[config.mk]
export PLATFORM = sky130hd
export DESIGN_NAME = jstk_poller
export DESIGN_NICKNAME = d
export VERILOG_FILES = /design/src/rtl/jstk_poller.sv
export SDC_FILE = /design/constraint.sdc
export NUM_CORES = 1
export LEC_CHECK = 0
export CAP_MARGIN = 20
export CORE_UTILIZATION = 50
export CTS_CLUSTER_SIZE = 40
export DETAILED_ROUTE_END_ITERATION = 8
export GPL_TIMING_DRIVEN = 0
export HOLD_SLACK_MARGIN = 0.02
export MAX_ROUTING_LAYER = met4
export PLACE_DENSITY = 0.86
export SYNTH_ARGS = -nofsm -noshare
export SYNTH_HDL_FRONTEND = slang
export SYNTH_SLANG_ARGS = --single-unit
[constraint.sdc]
create_clock -name CLK -period 3.25 [get_ports CLK]
set_input_delay 0.65 -clock CLK [delete_from_list [all_inputs] [get_ports CLK]]
set_output_delay 0.65 -clock CLK [all_outputs]
set_load 0.02 [all_outputs]
[src/rtl/jstk_poller.sv]
// jstk_poller: periodic request sequencer and frame decoder for the PmodJSTK
// SPI block. Each poll pulses sndRec with an LED command frame, waits for
// the 5-byte transfer, then checks and decodes the returned 40-bit frame into
// X/Y positions, buttons and dead-zoned direction flags.
module jstk_poller #(
   parameter int POLL_CYCLES = 600000,
   parameter int REQ_CYCLES  = 1200,
   parameter int WAIT_CYCLES = 24000,
   parameter int DEADZONE    = 64
) (
   input  logic        CLK,
   input  logic        RST,
   input  logic        EN,
   input  logic [1:0]  LED_CMD,
   input  logic [39:0] DOUT,
   output logic        sndRec,
   output logic [39:0] DIN,
   output logic [9:0]  X,
   output logic [9:0]  Y,
   output logic [2:0]  BTN,
   output logic [3:0]  DIR,
   output logic        VALID,
   output logic        FRAME_ERR
);

   localparam int PW   = (POLL_CYCLES > 2) ? $clog2(POLL_CYCLES) : 1;
   localparam int CMAX = (REQ_CYCLES > WAIT_CYCLES) ? REQ_CYCLES : WAIT_CYCLES;
   localparam int SW   = (CMAX > 2) ? $clog2(CMAX) : 1;

   localparam logic [PW-1:0] PERIOD_LAST = PW'(POLL_CYCLES - 1);
   localparam logic [SW-1:0] REQ_LAST    = SW'(REQ_CYCLES - 1);
   localparam logic [SW-1:0] WAIT_LAST   = SW'(WAIT_CYCLES - 1);

   // Dead-zone edges around mid-scale; values equal to an edge count as centred.
   localparam logic [9:0] DZ_LO = 10'(512 - DEADZONE);
   localparam logic [9:0] DZ_HI = 10'(512 + DEADZONE);

   localparam logic [39:0] DIN_RESET = 40'h80_0000_0000;

   typedef enum logic [1:0] {
      S_IDLE  = 2'd0,
      S_REQ   = 2'd1,
      S_WAIT  = 2'd2,
      S_LATCH = 2'd3
   } state_t;

   state_t        state_q, state_d;
   logic [SW-1:0] cnt_q, cnt_d;
   logic [PW-1:0] period_q, period_d;
   logic [39:0]   din_q, din_d;
   logic          sndrec_q, sndrec_d;
   logic          tick;

   logic [9:0]    x_q, y_q;
   logic [2:0]    btn_q;
   logic [3:0]    dir_q;
   logic          valid_q, ferr_q;

   // Frame fields and checks, only consumed while in LATCH.
   logic [9:0]    x_new, y_new;
   logic [3:0]    dir_new;
   logic          frame_bad;

   assign x_new     = {DOUT[25:24], DOUT[39:32]};
   assign y_new     = {DOUT[9:8],   DOUT[23:16]};
   assign frame_bad = (|DOUT[31:26]) | (|DOUT[15:10]) | (|DOUT[7:3]);
   assign dir_new   = {(y_new > DZ_HI), (y_new < DZ_LO),
                       (x_new > DZ_HI), (x_new < DZ_LO)};

   // Free-running poll period counter; tick marks its last count.
   assign tick     = (period_q == PERIOD_LAST);
   assign period_d = tick ? '0 : period_q + PW'(1);

   // NOTE: async reset in the sensitivity list so sndRec and the decoded
   // outputs clear immediately, without waiting for a clock edge.
   // Period counter register.
   always_ff @(posedge CLK or posedge RST) begin
      if (RST) begin
         period_q <= '0;
      end else begin
         // NOTE: non-blocking assignments for all clocked state so every
         // register samples pre-edge values regardless of statement order.
         period_q <= period_d;
      end
   end

   // Next-state logic: sequence IDLE -> REQ -> WAIT -> LATCH, load command on poll start.
   always_comb begin
      // NOTE: every combinational output gets a default first, so no path
      // through the case leaves one unassigned and infers a latch.
      state_d = state_q;
      cnt_d   = cnt_q;
      din_d   = din_q;
      unique case (state_q)
         S_IDLE: begin
            if (tick && EN) begin
               state_d = S_REQ;
               cnt_d   = '0;
               din_d   = {6'b100000, LED_CMD, 32'h0};
            end
         end
         S_REQ: begin
            if (cnt_q == REQ_LAST) begin
               state_d = S_WAIT;
               cnt_d   = '0;
            end else begin
               cnt_d = cnt_q + SW'(1);
            end
         end
         S_WAIT: begin
            if (cnt_q == WAIT_LAST) begin
               state_d = S_LATCH;
               cnt_d   = '0;
            end else begin
               cnt_d = cnt_q + SW'(1);
            end
         end
         S_LATCH: begin
            state_d = S_IDLE;
         end
         default: begin
            state_d = S_IDLE;
            cnt_d   = '0;
         end
      endcase
      // sndRec is registered from the next state so it is high exactly while in REQ.
      sndrec_d = (state_d == S_REQ);
   end

   // FSM state, state counter, command frame and sndRec registers.
   always_ff @(posedge CLK or posedge RST) begin
      if (RST) begin
         state_q  <= S_IDLE;
         cnt_q    <= '0;
         din_q    <= DIN_RESET;
         sndrec_q <= 1'b0;
      end else begin
         state_q  <= state_d;
         cnt_q    <= cnt_d;
         din_q    <= din_d;
         sndrec_q <= sndrec_d;
      end
   end

   // Decoded outputs: update on a clean frame, otherwise hold and flag the error.
   always_ff @(posedge CLK or posedge RST) begin
      if (RST) begin
         x_q     <= '0;
         y_q     <= '0;
         btn_q   <= '0;
         dir_q   <= '0;
         valid_q <= 1'b0;
         ferr_q  <= 1'b0;
      end else begin
         valid_q <= 1'b0;
         ferr_q  <= 1'b0;
         if (state_q == S_LATCH) begin
            if (frame_bad) begin
               ferr_q <= 1'b1;
            end else begin
               x_q     <= x_new;
               y_q     <= y_new;
               btn_q   <= DOUT[2:0];
               dir_q   <= dir_new;
               valid_q <= 1'b1;
            end
         end
      end
   end

   assign sndRec    = sndrec_q;
   assign DIN       = din_q;
   assign X         = x_q;
   assign Y         = y_q;
   assign BTN       = btn_q;
   assign DIR       = dir_q;
   assign VALID     = valid_q;
   assign FRAME_ERR = ferr_q;

endmodule
==> flow_summary.ini <==
[grt]
grt_max_degree = 70
grt_usage = 0.221
grt_pass1_wl_microns = 12700
antenna_found_initial = 0
gr-usage-met1 = 0.274
use_met2 = 0.361
overflow = 0
grt-busiest-layer = met2
grt_use_met3 = 0.0493
grt_pass1_vias = 2782

[timing]
max_freq_mhz = 374
timing.hold.ws_ns = 0.489
max-slew-margin-rel = 0.398
slew_violations = 0
finalCriticalPeriod_ns = 2.67
post-route-period-util = 0.822
setup_viol_count_final = 0
fin_ws_ns = 0.579
tightest_slew_ns = 0.895
rsz0062_at_grt = false
hold_viol_final = 0
clock_skew_ns = 0.00838

[clocking]
ctsResizeCount = 0
cts_max_level = 3
cts_buffers = 9
clockBufferDepth = 2
ctsHoldBuffers = 0
cts_setup_buffers = 0
cts_tree = done
cts.sinks = 69
cts-root-buf = clkbuf_8
clk_latency_ns = 0.33
clkTransAtPathRegs_ns = 0.07

[logic_synthesis]
synthDistinctLibCells = 58
synth_compound_area_frac = 0.103
synth_edf_count = 0
synthMuxAreaShare = 0.0928
async_flop_share = 1.00
ys_seq_elements = 69
synth_ff_type = dfrtp_1
seq_area_frac_synth = 0.476
synth-simple-area-share = 0.165
yosysWarningCount = 0
synthesis.area_sq_um = 3630
synth_fa_ha_area_frac = 0.0276
postSynthAreaPerCell_sq_um = 11.2
synth-xor-area-share = 0.0386
synth_top_family_by_area = simple AND/OR/NAND/NOR gates
synth_cells = 325

[detailed_routing]
drcViolationCount = 0
vias_per_cell = 5.21
totalWireLength_microns = 7820
ant_nets = 0
drtIter0Drc = 131
via_count = 2862
first_pass_iters = 4
wl_per_cell_microns = 14.2

[power_and_ir_drop]
peakVddDrop_mv = 0.178
leakagePower_nw = 2.28
power.total_mw = 1.61
p_per_area_nw_per_um2 = 335

[layout]
fin_cells = 549
n_antenna_cell = 0
register_area_sq_um = 1730
final_layout_size_suffix_gt1_frac = 0.223
nNetsFinal = 501
area_delta_synth_final_pct = 32.7
fillers = 527
fin_util = 0.697
multi_input_area_sq_um = 1690

[place]
gp_congestion = 0.840
dp_hpwl_microns = 5770
dp_slack_ns = 0.198
dp.cells = 533
port_buffers = 76

[worst_setup_path]
cp.required_ns = 3.46
cpMaxStageDelayCell = clkdlybuf4s50_1
crit_family = simple AND/OR/NAND/NOR gates
slowest_delay_ns = 0.40
crit_arrival_ns = 2.88
cp-end-kind = flop
critPathBufInv = 3
path_cells = clkdlybuf4s50_1 > nor4_1 > nand4_1 > nor4_1 > and2_1 > buf_2 > buf_2 > mux2_2
crit_path_start_kind = input pin
cp_max_fo = 10
path_class = input pin to flop

[floorplanning]
coreArea_sq_um = 6910
dieHeight_microns = 87.2
rows = 30
ios = 115
die_w_microns = 87.2
dieArea_sq_um = 7600
start_util = 0.525

[min_path]
hold_class = flop to flop

[status]
status = completed

[flow_run]
cap_violations = 0
## state kept, by name, summed over array words and instances, names as in the netlist
register and flops:
X 10, VALID 1, FRAME_ERR 1, period_q 20
sndRec 1, DIN 2, DIR 4, BTN 3
cnt_q 15, state_q 2, Y 10
## layout make-up
class,instances,area share
Multi-Input combinational cell,239,0.351
Buffer,43,0.0642
Timing Repair Buffer,76,0.158
Sequential cell,69,0.359
Tap cell,96,0.0250
Inverter,10,0.00832
Clock buffer,10,0.0265
Clock inverter,6,0.00832
## logic make-up (layout without fill, tap and decap cells)
| group | after synthesis | count (layout) |
|---|---|---|
| AOI/OAI and AO/OA | 47 | 47 |
| xor gates and xnor gates | 16 | 16 |
| adders and majority gates | 8 | 8 |
| buffers and inverters | 53 | 145 |
| DFF | 69 | 69 |
| muxes | 30 | 30 |
| other | 2 | 38 |
| and+or+nand+nor | 100 | 100 |
## where the power goes
| part | switching [mW] | leakage [nW] | internal [mW] |
|---|---|---|---|
| Sequential | 0 | 0.924 | 0.858 |
| Combinational | 0.0763 | 1.28 | 0.0808 |
| Clock | 0.321 | 0.0743 | 0.274 |
| Total | 0.397 | 2.28 | 1.21 |
## cells in the final DEF, fill, tap and decap left out, types with 6 or more instances in the layout
master           synthesis  final
clkbuf_8                 0      9
ha_1                     8      8
nand4_1                  8      8
nor3_1                   6      6
mux2_2                  29     29
nand3_1                 11     11
nand2_1                 15     15
buf_4                   38     38
xor2_1                   6      6
nor2_1                  15     15
o21ai_0                  8      8
clkdlybuf4s50_1          0     76
xnor2_1                 10     10
inv_1                   10      9
dfrtp_1                 69     69
conb_1                   2     38
nor4_1                   8      8
## synth_stat cells, types with 2 or more instances
cell type   n  area share
nand4_1     8       0.014
o31a_1      4      0.0097
buf_2       4      0.0055
a31o_2      2      0.0048
o22ai_1     2      0.0034
ha_1        8       0.028
nand2_1    15       0.016
o21ai_0     8       0.011
and4_1      4      0.0097
a41oi_1     3      0.0072
and3_1      5      0.0086
a221o_1     2      0.0055
o31ai_1     2      0.0041
or4_1       2      0.0041
and2_1      5      0.0086
nand3_1    11       0.015
o311ai_2    2      0.0090
conb_1      2      0.0021
a22o_1      4      0.0097
nor2b_1     5      0.0086
nor4_1      8       0.014
nor3_1      6      0.0083
nand2b_1    4      0.0069
o2bb2ai_1   2      0.0048
a31oi_1     4      0.0069
nor2_1     15       0.016
buf_4      38       0.079
xnor2_1    10       0.024
mux2_2     29       0.090
inv_1      10       0.010
xor2_1      6       0.014
dfrtp_1    69        0.48
## per-layer routing
layer / wire, microns / part of all wire / vias up
li1: - / - / 1345
met1: 3300 / 0.42 / 1382
met2: 3780 / 0.48 / 125
met3: 645 / 0.082 / 10
met4: 93 / 0.012 / 0
met5: 0 / 0 / -
## per-stage QoR
step | instance area (sq um) | TNS, ns
CTS | 4810 | 0
global route | 4810 | 0
detailed placement | 4650 | 0
global placement | 4640 | -16.54
finish | 4810 | 0
floorplan | 3760 | 0
## final timing paths
kind	depth (start not counted)	endpoint	slack (ns)	start
min in group asynchronous	2	Y[3]	0.86	RST
worst max-delay path	8	BTN[1]	0.58	DOUT[30]
worst max register to register	6	cnt_q[8]	0.90	cnt_q[9]
worst min register to register	1	period_q[19]	0.49	period_q[19]
worst min-delay path	1	period_q[19]	0.49	period_q[19]
max in group asynchronous	2	period_q[19]	1.85	RST
(Power assumes the default switching activity.)
